File: config.mk
export PLATFORM = sky130hd
export DESIGN_NAME = timer_ctrl
export DESIGN_NICKNAME = d
export VERILOG_FILES = /design/src/rtl/timer_ctrl.sv
export SDC_FILE = /design/constraint.sdc
export NUM_CORES = 1
export LEC_CHECK = 0
export BUFFER_PORTS_ARGS = -buffer_cell sky130_fd_sc_hd__buf_2
export CAP_MARGIN = 15
export CELL_PAD_IN_SITES_DETAIL_PLACEMENT = 1
export CELL_PAD_IN_SITES_GLOBAL_PLACEMENT = 2
export CORE_MARGIN = 8
export CORE_UTILIZATION = 31
export CTS_CLUSTER_DIAMETER = 150
export DETAILED_ROUTE_END_ITERATION = 10
export MAX_ROUTING_LAYER = met4
export PLACE_DENSITY = 0.82
export SLEW_MARGIN = 20
export SYNTH_ARGS = -nofsm -noshare
export SYNTH_HDL_FRONTEND = slang
export SYNTH_SLANG_ARGS = --single-unit
File: constraint.sdc
create_clock -name CLK -period 2.19 [get_ports CLK]
set_input_delay 0.3285 -clock CLK [delete_from_list [all_inputs] [get_ports CLK]]
set_output_delay 0.3285 -clock CLK [all_outputs]
set_load 0.1 [all_outputs]
File: src/rtl/timer_ctrl.sv
// timer_ctrl: configuration registers, prescaler and run/hold/idle sequencer
// for a BIT-wide count with one-shot or periodic terminal-count events.
module timer_ctrl #(
    parameter int BIT     = 8,
    parameter int PRE_BIT = 4
) (
    input  logic               CLK,
    input  logic               RST,
    input  logic               CFG_WE,
    input  logic [BIT-1:0]     CFG_PERIOD,
    input  logic [PRE_BIT-1:0] CFG_PRESCALE,
    input  logic               CFG_MODE,
    input  logic               START,
    input  logic               STOP,
    input  logic               HOLD,
    output logic [BIT-1:0]     cnt,
    output logic               TICK,
    output logic               DONE,
    output logic               BUSY,
    output logic [1:0]         STATE
);

    typedef enum logic [1:0] {
        ST_IDLE = 2'b00,
        ST_RUN  = 2'b01,
        ST_HOLD = 2'b10
    } state_t;

    state_t             state;
    logic [BIT-1:0]     period_r;
    logic [PRE_BIT-1:0] prescale_r;
    logic               mode_r;
    logic [PRE_BIT-1:0] presc;

    assign STATE = state;

    // Sequencer: config load, start/stop/hold priority, prescaler and count.
    always_ff @(posedge CLK) begin
        if (RST) begin
            state      <= ST_IDLE;
            period_r   <= '0;
            prescale_r <= '0;
            mode_r     <= 1'b0;
            presc      <= '0;
            cnt        <= '0;
            TICK       <= 1'b0;
            DONE       <= 1'b0;
            BUSY       <= 1'b0;
        end else begin
            TICK <= 1'b0;
            DONE <= 1'b0;
            unique case (state)
                ST_IDLE: begin
                    if (CFG_WE) begin
                        period_r   <= CFG_PERIOD;
                        prescale_r <= CFG_PRESCALE;
                        mode_r     <= CFG_MODE;
                    end
                    if (START) begin
                        state <= ST_RUN;
                        cnt   <= '0;
                        presc <= '0;
                        BUSY  <= 1'b1;
                    end
                end
                // Leaving HOLD advances the prescaler on that same edge so the
                // pause costs exactly as many cycles as HOLD was high.
                ST_RUN, ST_HOLD: begin
                    if (STOP) begin
                        state <= ST_IDLE;
                        BUSY  <= 1'b0;
                    end else if (START) begin
                        state <= ST_RUN;
                        cnt   <= '0;
                        presc <= '0;
                    end else if (HOLD) begin
                        state <= ST_HOLD;
                    end else begin
                        state <= ST_RUN;
                        if (presc == prescale_r) begin
                            presc <= '0;
                            TICK  <= 1'b1;
                            if (cnt == period_r) begin
                                DONE <= 1'b1;
                                if (mode_r) begin
                                    cnt <= '0;
                                end else begin
                                    state <= ST_IDLE;
                                    BUSY  <= 1'b0;
                                end
                            end else begin
                                cnt <= cnt + 1'b1;
                            end
                        end else begin
                            presc <= presc + 1'b1;
                        end
                    end
                end
                default: begin
                    state <= ST_IDLE;
                    BUSY  <= 1'b0;
                end
            endcase
        end
    end

endmodule

# Yosys cells after proc, flatten, opt, wreduce, memory -nomap -nowiden
# Index checks and enable logic that the tools add are counted.
[totals]
regBits = 30
in_bits = 19
[op_classes]
n_mux = 32
n_bitwise = 2
reduce_logical = 9
addsub = 2
eq_ne = 14
[op_table]
columns = ["cell", "n"]
rows = [
  ["2-to-1 mux 8 bit", 7],
  ["inequality test 3 bit (second input constant)", 7],
  ["2-to-1 mux 4 bit", 5],
  ["one-hot mux 8 bit (2 select lines)", 1],
  ["2-to-1 mux 1 bit", 12],
  ["AND reduction 6 bit", 2],
  ["adder 8 x 1 -> 8 bit (second input constant)", 1],
  ["== test 8 bit", 1],
  ["2-to-1 mux 2 bit", 4],
  ["one-hot mux 4 bit (2 select lines)", 1],
  ["OR reduction 6 bit", 1],
  ["OR reduction 5 bit", 1],
  ["adder 4 x 1 -> 4 bit (second input constant)", 1],
  ["== test 4 bit", 1],
  ["inequality test 2 bit (second input constant)", 2],
  ["inequality test 4 bit (second input constant)", 1],
  ["one-hot mux 2 bit (2 select lines)", 1],
  ["AND reduction 4 bit", 1],
  ["== test 2 x 1 -> 1 bit (second input constant)", 1],
  ["== test 2 bit (second input constant)", 1],
  ["logical NOT 2 bit", 1],
  ["NOT 1 bit", 2],
  ["one-hot mux 1 bit (2 select lines)", 1],
  ["AND reduction 2 bit", 1],
  ["other kinds (2)", 2],
]

# Logic depth before layout (Yosys ltp)
[depth]
depth_word = 7
depth_mapped = 8
mapped_depth_nobuf = 7

# Worst setup path before layout
# OpenSTA, ideal clock, no wires.
[synth_path]
path_type = "flip-flop to flip-flop"
start = "register state[0] (netlist: STATE[0])"
end = "register cnt[2]"
slack_ns = -0.459
path_buffers = 1
arrival_ns = 2.532
stages_incl_launch_ff = 8
setup_ns = 0.117
cell_sequence = "dfxtp_1 -> inv_1 -> ha_1 -> o32ai_4 -> nand2_2 -> buf_2 -> o31a_1 -> o22a_1"
[synth_via]
elab_chain_cells = 4
[synth_lines]
columns = ["element", "line", "text"]
rows = [
  ["start: declaration", "29", "state_t state;"],
  ["start signal: assignment", "40", "state <= ST_IDLE;"],
  ["start signal: assignment", "60", "state <= ST_RUN;"],
  ["start signal: assignment", "70", "state <= ST_IDLE;"],
  ["== test 2 x 1 -> 1 bit / == test 2 bit (equally long branches)", "52", "unique case (state)"],
  ["OR reduction 2 bit", "52", ""],
  ["inequality test 4 bit (no source line), or another cell as far along", "n/a", ""],
  ["AND reduction 6 bit (no source line)", "n/a", ""],
  ["end signal: assignment", "92", "cnt <= cnt + 1'b1;"],
  ["end: declaration", "16", "output logic [BIT-1:0] cnt,"],
]
# Parallel ways exist; a longest one is shown, timed or not.
# A chain may end at the register's enable or synchronous reset.

# Worst setup path in the final report
[layout_path]
start = "register state[0] (netlist: STATE[0])"
end = "register cnt[7]"
# The elaborated chain is that of the path after synthesis.

==> results.ini <==
[detailed_routing]
drc=0
first_pass_iters=4
wl_mm=4.005
avgRoutedWirePerCell_um=15.11
avgViaCountPerCell=5.219
initialDrtViolationCount=53
ant_nets=0
num_vias=1383

[floorplan]
dieArea_um2=7316
coreArea_um2=4692
boundaryPins=32
fp-row-count=25
die_y_um=85.54
start_util_pct=31.95
die_w_um=85.54

[synth]
syn_nets=200
synth.avg_cell_area_um2=8.469
ys_ff_latch=30
synth-seq-area-share_pct=40.07
synth_area_um2=1499
synthDistinctLibCells=39
syn_inst=177
yosysWarnings=0

[setup_path]
crit_family=simple AND/OR/NAND/NOR gates
worstPathCellList=inv_1, ha_2, nor2b_1, o41ai_4, a21oi_1, nor2_1, buf_4, nor4_1
end_kind=register
path_max_fanout=7
crit_type=register to register
arrival_ps=2170
max_stage_delay_ps=390
startpoint_type=register
r2r_setup_slack_ps=210
cp_data_required_time_ps=2380
path_buf_inv=2
cp_slowest_cell=ha_2

[clock_tree]
clockBufferDepth=2
ctsResizeCount=0
numCtsBuffers=5
cts_root_buffer=clkbuf_8
cts_hold_buffers=0
cts_max_level=2
worstSkewPairLatency_ps=280
cts_sinks=30
postCtsSetupBuffers=0
path_clk_slew_ps=70
tritoncts=built

[layout]
syn_to_final_growth_pct=22.04
drive_gt1_share_pct=27.96
layout.cells.most_common=nand2_1
layout_common_cells=nand2_1 (32), buf_2 (31), a21oi_1 (24)
layout.nets=235
diodes=0
stdcell_area_um2=1829

[place]
gp_congestion=0.7857
dpl.hpwl_mm=3.050
numPortBuffers=31
place_area_um2=1737

[grt]
use_met1_pct=14.31
met3_usage_pct=5.349
top_usage_layer=met2
grt_pass1_wl_mm=6.934
grt_pass1_vias=1417
antenna_found_initial=0
grt_max_degree=21
gr-total-overflow=0
grt_util_all_layers_pct=12.25
met2_usage_pct=18.48

[sta]
max_freq_mhz=505.0
worstMarginPinSlew_ps=524.0
setup_tns_ps=0
slew_headroom_pct=65.06
slew_violations=0
finClkSkew_ps=7.613
min_period_over_period_pct=90.41
finalHoldViolations=0
timing.hold.ws_ps=286.0
rsz0062_at_grt=no
finalCriticalPeriod_ps=1980
setup-violations-final=0

[power]
peakVddDrop_uv=272.4
leakage_nw=0.8117
powerDensity_nw_per_um2=719.1

[flow_run]
drv_cap=0

[run_status]
status=complete, no violations

[min_path]
min_path_type=input port to register

cells in the mapped netlist, drive strengths merged:
cell type	number	area, µm²
xor2	14	122.6
a211oi	1	7.510
a31oi	2	12.51
or3	1	6.260
a2111oi	1	8.760
nor2b	2	12.51
xnor2	1	8.760
nand3	4	20.02
o41ai	1	27.53
o31a	1	8.760
nand3b	1	7.510
o32ai	1	27.53
o31ai	3	22.52
clkbuf	4	15.01
a311oi	1	8.760
o21ba	1	10.01
dfxtp	30	600.6
and2	2	12.51
and3	5	31.28
nand4	2	12.51
nor2	7	26.28
o211ai	1	7.510
nand2b	3	18.77
or4	2	15.01
o22a	1	8.760
o21ai	3	15.01
nand2	33	126.4
inv	5	18.76
nor3	4	20.02
mux2i	1	10.01
nor4	8	62.56
buf	3	16.26
a21oi	24	120.1
ha	4	50.05
report_power, final:
group	switching, mW	total (mW)	internal, mW	leakage, nW
clock network	0.198	0.440	0.242	0.0431
logic	0.185	0.281	0.0960	0.519
registers	0.0238	0.595	0.571	0.250
state kept, by name, indices dropped and copies added, names as in the netlist, 2 cells and up:
signal	flops
prescale_r	4
presc	4
STATE	2
period_r	8
cnt	8
worst paths after layout:
check / depth (start not counted) / from / to
worst min register to register: 2 / prescale_r[3]$_SDFFE_PP0P_ / prescale_r[3]$_SDFFE_PP0P_
worst max register to register: 8 / STATE[0]$_SDFFE_PP0N_ / cnt[7]$_SDFFE_PP0P_
worst min-delay path: 3 / CFG_PERIOD[1] / period_r[1]$_SDFFE_PP0P_
worst max-delay path: 8 / STATE[0]$_SDFFE_PP0N_ / cnt[7]$_SDFFE_PP0P_
tightest hold or removal path: stages:
cell and delay [ps]:
buf_2 100, nand2_1 50, a21oi_1 50
metal layers:
| layer | routed length, µm | part of all wire [%] |
|---|---|---|
| met5 | 0 | 0 |
| met4 | 45 | 1.1 |
| met3 | 254 | 6.3 |
| met2 | 1843 | 46 |
| met1 | 1862 | 46 |
cell families (layout without fill, tap and decap cells):
| logic type | after synthesis | after routing | synth area share, % |
|---|---|---|---|
| compound gates | 41 | 41 | 19.03 |
| xor+xnor | 15 | 15 | 8.765 |
| fa+ha+maj | 4 | 4 | 3.339 |
| buf+inv | 12 | 46 | 3.338 |
| flops | 30 | 30 | 40.07 |
| mux | 1 | 1 | 0.6678 |
| simple gates | 74 | 74 | 24.79 |
area by class of cell:
type | instances | area (µm²)
inverter | 5 | 18.77
sequential | 30 | 616.8
fill | 590 | 2863
clock buffer | 6 | 82.58
tap | 54 | 67.56
multi-input combinational | 135 | 858.3
timing repair buffer | 35 | 185.2
through the flow:
stage | util [%] | power [mW] | setup WS [ps] | std cells
final | 38.99 | 1.315 | 210.0 | 265
after floorplan | - | 0.8019 | 10.93 | 177
after detailed placement | 37.01 | 0.8855 | 164.9 | 259
after global placement | 37.01 | 0.8819 | 209.0 | 259
after CTS | 38.77 | 1.323 | 130.3 | 265
after global routing | 38.99 | 1.388 | 18.35 | 265
Power figures use the tool's default switching activity.
